$ cat src/rtl/mem_stage.sv
// Memory stage: turns one load/store from execute into a single word-aligned bus request,
// stalling upstream until the bus answers or the BUSY watchdog expires.
module mem_stage #(
  parameter int unsigned TIMEOUT = 255
) (
  input  logic        clk,
  input  logic        rst,
  input  logic        ex_mem_valid_inst,
  input  logic        ex_mem_rd_mem,
  input  logic        ex_mem_wr_mem,
  input  logic [2:0]  ex_mem_funct3,
  input  logic [31:0] ex_mem_alu_result,
  input  logic [31:0] ex_mem_store_data,
  input  logic        mem2proc_ready,
  input  logic [31:0] mem2proc_data,
  output logic        proc2mem_req,
  output logic        proc2mem_we,
  output logic [31:0] proc2mem_addr,
  output logic [31:0] proc2mem_wdata,
  output logic [3:0]  proc2mem_be,
  output logic        mem_stall_out,
  output logic [31:0] mem_result_out,
  output logic        mem_result_valid,
  output logic        mem_misaligned_out
);

  localparam int unsigned CNT_W = (TIMEOUT > 1) ? $clog2(TIMEOUT) : 1;
  localparam logic [CNT_W-1:0] CNT_LAST = CNT_W'(TIMEOUT - 1);

  typedef enum logic [1:0] {IDLE, BUSY, DONE} state_e;

  state_e           state_q, state_d;
  logic [CNT_W-1:0] cnt_q, cnt_d;
  logic [31:0]      addr_q, addr_d;
  logic             we_q, we_d;
  logic [31:0]      wdata_q, wdata_d;
  logic [3:0]       be_q, be_d;
  logic [2:0]       funct3_q, funct3_d;
  logic [1:0]       off_q, off_d;
  logic [31:0]      result_q, result_d;
  logic             valid_q, valid_d;
  logic             mis_q, mis_d;

  logic        access, misaligned, is_half, is_word;
  logic [3:0]  req_be;
  logic [31:0] req_wdata;
  logic [7:0]  ld_byte;
  logic [15:0] ld_half;
  logic [31:0] ld_value;

  assign access     = ex_mem_valid_inst & (ex_mem_rd_mem | ex_mem_wr_mem);
  assign is_half    = (ex_mem_funct3[1:0] == 2'b01);
  assign is_word    = (ex_mem_funct3[1:0] == 2'b10);
  assign misaligned = (is_half & ex_mem_alu_result[0]) |
                      (is_word & (ex_mem_alu_result[1:0] != 2'b00));

  // Store lanes: replicate the narrow datum so whichever lane is enabled carries it.
  always_comb begin
    // NOTE: every always_comb output gets a default first so no path leaves it unassigned (no latch).
    req_be    = 4'b1111;
    req_wdata = ex_mem_store_data;
    if (ex_mem_wr_mem) begin
      case (ex_mem_funct3[1:0])
        2'b00: begin
          req_be    = 4'b0001 << ex_mem_alu_result[1:0];
          req_wdata = {4{ex_mem_store_data[7:0]}};
        end
        2'b01: begin
          req_be    = 4'b0011 << ex_mem_alu_result[1:0];
          req_wdata = {2{ex_mem_store_data[15:0]}};
        end
        default: ;
      endcase
    end
  end

  always_comb begin
    ld_byte = mem2proc_data[{off_q, 3'b000} +: 8];
    ld_half = off_q[1] ? mem2proc_data[31:16] : mem2proc_data[15:0];
    case (funct3_q)
      3'b000:  ld_value = {{24{ld_byte[7]}}, ld_byte};
      3'b001:  ld_value = {{16{ld_half[15]}}, ld_half};
      3'b100:  ld_value = {24'b0, ld_byte};
      3'b101:  ld_value = {16'b0, ld_half};
      default: ld_value = mem2proc_data;
    endcase
  end

  always_comb begin
    state_d  = state_q;
    cnt_d    = cnt_q;
    addr_d   = addr_q;
    we_d     = we_q;
    wdata_d  = wdata_q;
    be_d     = be_q;
    funct3_d = funct3_q;
    off_d    = off_q;
    result_d = result_q;
    valid_d  = 1'b0;
    mis_d    = 1'b0;
    case (state_q)
      IDLE: begin
        if (ex_mem_valid_inst) begin
          if (!access) begin
            result_d = ex_mem_alu_result;
            valid_d  = 1'b1;
          end else if (misaligned) begin
            result_d = '0;
            valid_d  = 1'b1;
            mis_d    = 1'b1;
          end else begin
            state_d  = BUSY;
            cnt_d    = '0;
            addr_d   = {ex_mem_alu_result[31:2], 2'b00};
            we_d     = ex_mem_wr_mem;
            wdata_d  = req_wdata;
            be_d     = req_be;
            funct3_d = ex_mem_funct3;
            off_d    = ex_mem_alu_result[1:0];
          end
        end
      end
      BUSY: begin
        cnt_d = cnt_q + CNT_W'(1);
        if (mem2proc_ready) begin
          state_d  = DONE;
          result_d = we_q ? '0 : ld_value;
          valid_d  = 1'b1;
        end else if (cnt_q == CNT_LAST) begin
          // Watchdog: report a poisoned result flagged like a misaligned access.
          state_d  = DONE;
          result_d = 32'hbaad_beef;
          valid_d  = 1'b1;
          mis_d    = 1'b1;
        end
      end
      DONE:    state_d = IDLE;
      default: state_d = IDLE;
    endcase
  end

  always_ff @(posedge clk) begin
    // NOTE: datapath registers are reset too because their values are directly visible on ports.
    if (rst) begin
      state_q  <= IDLE;
      cnt_q    <= '0;
      addr_q   <= '0;
      we_q     <= 1'b0;
      wdata_q  <= '0;
      be_q     <= 4'b0000;
      funct3_q <= '0;
      off_q    <= '0;
      result_q <= '0;
      valid_q  <= 1'b0;
      mis_q    <= 1'b0;
    end else begin
      // NOTE: non-blocking assignments so every register samples the pre-edge values.
      state_q  <= state_d;
      cnt_q    <= cnt_d;
      addr_q   <= addr_d;
      we_q     <= we_d;
      wdata_q  <= wdata_d;
      be_q     <= be_d;
      funct3_q <= funct3_d;
      off_q    <= off_d;
      result_q <= result_d;
      valid_q  <= valid_d;
      mis_q    <= mis_d;
    end
  end

  assign proc2mem_req       = (state_q == BUSY);
  assign proc2mem_we        = we_q;
  assign proc2mem_addr      = addr_q;
  assign proc2mem_wdata     = wdata_q;
  assign proc2mem_be        = be_q;
  assign mem_stall_out      = (state_q == BUSY) | ((state_q == IDLE) & access & ~misaligned);
  assign mem_result_out     = result_q;
  assign mem_result_valid   = valid_q;
  assign mem_misaligned_out = mis_q;

endmodule

$ cat config.mk
export PLATFORM = sky130hd
export DESIGN_NAME = mem_stage
export DESIGN_NICKNAME = d
export VERILOG_FILES = /design/src/rtl/mem_stage.sv
export SDC_FILE = /design/constraint.sdc
export NUM_CORES = 1
export LEC_CHECK = 0
export BUFFER_PORTS_ARGS = -buffer_cell sky130_fd_sc_hd__clkbuf_2
export CAP_MARGIN = 20
export CORE_MARGIN = 10
export CORE_UTILIZATION = 45
export CTS_BUF_LIST = sky130_fd_sc_hd__clkbuf_2 sky130_fd_sc_hd__clkbuf_4 sky130_fd_sc_hd__clkbuf_8
export CTS_CLUSTER_DIAMETER = 120
export DETAILED_ROUTE_END_ITERATION = 12
export PLACE_DENSITY_LB_ADDON = 0.05
export SLEW_MARGIN = 15
export SYNTH_ARGS = -nofsm -noshare
export SYNTH_HDL_FRONTEND = slang
export SYNTH_SLANG_ARGS = --single-unit
$ cat constraint.sdc
create_clock -name clk -period 2.02 [get_ports clk]
set_input_delay 0.303 -clock clk [delete_from_list [all_inputs] [get_ports clk]]
set_output_delay 0.303 -clock clk [all_outputs]
set_load 0.02 [all_outputs]
==> flow_summary.toml <==
[placed_design]
io_buffers = 207
dpl.hpwl_microns = 14300
place.gp.congestion = 0.952
placed_area_sq_mm = 0.00650
place_ws_ns = 0.0774

[logic_synthesis]
synthArstFlopShare = 0
yosysMostFrequentCell = "nand2_1"
synth_top_area_share = 0.440
ys_seq_area_frac = 0.440
ys_ff_latch = 116
syn-cell-area_sq_mm = 0.00528
synth_cells = 658
synth_ff_type = "dfxtp_1"
yosys-top-cells-area = "dfxtp_1 (44%), nand2_1 (12%), a21oi_1 (7.7%)"
yosys_warnings = 0
synthDistinctLibCells = 52
synthTopCellsByCount = "nand2_1 (170), dfxtp_1 (116), a21oi_1 (81)"
syn_area_per_cell_sq_um = 8.03
synth_edf_count = 0
synth_area_leader_cell = "dfxtp_1"

[timing]
worst_pin_slew_ns = 0.603
timing.slew.headroom = 0.598
fmax_mhz = 522
layout_setup_ws_ns = 0.104
slew_violations = 0
hold_ws_ns = 0.104
setup_viol = 0
fin_crit_sh = 0.948
min_period_ns = 1.92
finalSetupTns_ns = 0
hold_violations = 0
fin_skew_ns = 0.00810

[global_route]
grt_usage = 0.216
grt_pass1_wl_microns = 28900
grt_overflow = 0
grt_max_degree = 58
antenna_found_initial = 0
grt_pass1_vias = 5634

[min_path]
hp-class = "in2reg"
min_delay_path_depth = 3
min_to = "funct3_q[2]$_SDFFE_PP0P_"
holdCritStartpoint = "ex_mem_funct3[2]"

[flow_run]
maxCapViolCount = 0

[worst_setup_path]
reg2reg_depth = 7
required_ns = 1.72
worstReg2RegStart = "cnt_q[1]$_SDFFE_PP0P_"
end_kind = "output port"
cp-start-kind = "flop"
critPathMaxFanout = 7
cp.arrival_ns = 1.61
cp_slowest_stage_delay_ns = 0.37
critPathTopFamily = "simple AND/OR/NAND/NOR gates"
worst_path_max_delay_cell = "dfxtp_1"
crit_chain = "nand2b_1 -> nor3_4 -> a21oi_2 -> inv_1 -> clkbuf_2"
r2r_slack_ns = 0.16
r2r-end = "mem_result_out[1]$_SDFFE_PP0P_"
critical_path_class = "reg2out"
path_buf_inv = 2

[cts]
clk_pin_slew_ns = 0.07
ctsHtreeMaxLevel = 4
clock_latency_ns = 0.43
cts_tree = "yes"
cts_buffers = 17
cts_root_buffer = "clkbuf_8"
cts_hold_buffers = 0
cts.sinks = 116
cts.path.max_buffers = 2

[routing]
antenna_left = 0
post-route-drc-count = 0
drtIter0Drc = 503
dr_wl_met2_microns = 8880
dr.pass1.iters = 5
route.vias.total = 5612
avgViaCountPerCell = 5.53
wl_met1_microns = 7400
met3_length_microns = 1800
wl_per_cell_microns = 18.1
routed.top_layer = "met4"
wl_microns = 18400

[die]
io_pins = 210
die_area_sq_mm = 0.0165
die_w_microns = 128
initial_utilization = 0.461
rows = 39
fp.dieH_microns = 128
fp.coreArea_sq_mm = 0.0115

[cells_and_area]
nNetsFinal = 967
fillers = 1080
areaGrowthSynthToFinish_pct = 31.3
diodes = 0
fin_area_sq_mm = 0.00693
drive_above_1_share = 0.330

[pwr]
p_leak_nw = 2.97
p_total_mw = 5.92
power.density_mw_per_mm2 = 853
worst_ir_drop_vdd_mv = 0.762

[outcome]
status = "finished, final reports clean"
[cells by family (layout without fill, tap and decap cells)]
logic type	count (synthesis)	in the layout	share of synthesized area
and+or+nand+nor	236	236	0.188
AOI/OAI and AO/OA	215	215	0.263
DFF	116	116	0.440
buffers and inverters	60	273	0.0505
muxes	26	26	0.0498
adders and majority gates	2	2	0.00474
xor gates and xnor gates	2	2	0.00332
other	1	2	0.000710
[power by group]
| group | leakage [nW] | switching [mW] | internal (mW) | total, mW |
|---|---|---|---|---|
| Combinational | 1.81 | 0.801 | 0.464 | 1.26 |
| Sequential | 0.953 | 0.108 | 2.46 | 2.57 |
| Clock | 0.207 | 0.886 | 1.19 | 2.08 |
| Total | 2.97 | 1.80 | 4.12 | 5.92 |
[registers in the layout, indices dropped and copies added (netlist names)]
register	flops
proc2mem_we	1
funct3_q	3
mem_result_valid	1
off_q	2
mem_misaligned_out	1
proc2mem_be	4
proc2mem_addr	30
cnt_q	8
proc2mem_wdata	32
mem_result_out	32
state_q	2
[stage by stage]
step           instances   util
6_report            1015  0.605
5_1_grt             1015  0.605
4_1_cts             1014  0.602
3_5_place_dp         983  0.567
3_3_place_gp         983  0.567
2_1_floorplan        659      -
[worst max-delay path by stage]
stage                            startpoint                         endpoint  slack, ns  cells past startpoint
finish              state_q[0]$_SDFFE_PP0P_                    mem_stall_out       0.10                      5
global route        state_q[0]$_SDFFE_PP0P_                    mem_stall_out     -0.002                      5
CTS                 state_q[0]$_SDFFE_PP0P_                    mem_stall_out      0.009                      5
detailed placement    cnt_q[1]$_SDFFE_PP0P_  mem_result_out[18]$_SDFFE_PP0P_       0.08                      6
global placement      off_q[1]$_SDFFE_PP0P_  mem_result_out[31]$_SDFFE_PP0P_       0.18                      5
floorplan             cnt_q[0]$_SDFFE_PP0P_   mem_result_out[4]$_SDFFE_PP0P_       0.29                      8
[placed cells by master (no fill, tap or decap), drive strengths merged, types with 2 or more instances in the layout]
master and n:
a22oi 6, inv 8, o21ai 38, a32oi 17, nor3b 3, a31oi 7
nand2b 6, nor2 28, or4 2, mux2 2, clkinv 3, and2 2
a311oi 3, o221a 4, xor2 2, o211ai 18, or3 5, nand4 3
ha 2, a221oi 2, dfxtp 116, a2bb2oi 7, a21oi 82, o22ai 9
clkbuf 233, nand3 5, o31a 2, mux2i 24, conb 2, nand2 170
nor3 7, a211oi 12, buf 28, nor2b 4
[area by class of cell]
cell class              count  area, sq um  area share
repair buffers            234         1280       0.184
inverters                   8         30.0     0.00433
well taps                 143          179      0.0258
flip-flops and latches    116         2330       0.336
clock inverters             4         45.0     0.00650
multi-input cells         483         2740       0.395
clock buffers              27          340      0.0491
[metal layers]
metal | GRT usage | vias up
li1 | - | 2750
met4 | 0.0642 | 0
met1 | 0.255 | 2602
met3 | 0.0936 | 25
met2 | 0.348 | 235
met5 | 0 | -
[worst reg2reg max path, delay by kind of cell (launching register included)]
family          cells  cell delay, ns
compound gates      3            0.84
flops               1            0.40
buf+inv             1            0.21
fa+ha+maj           1            0.17
simple gates        2            0.15
[repair_timing]
item                       CTS  global route
resized for setup            3             6
setup buffers                0             1
pin swaps                    0             1
setup endpoints to repair    1            24
gates cloned                 0             0
Note: power is estimated with default switching activity, not from simulation.
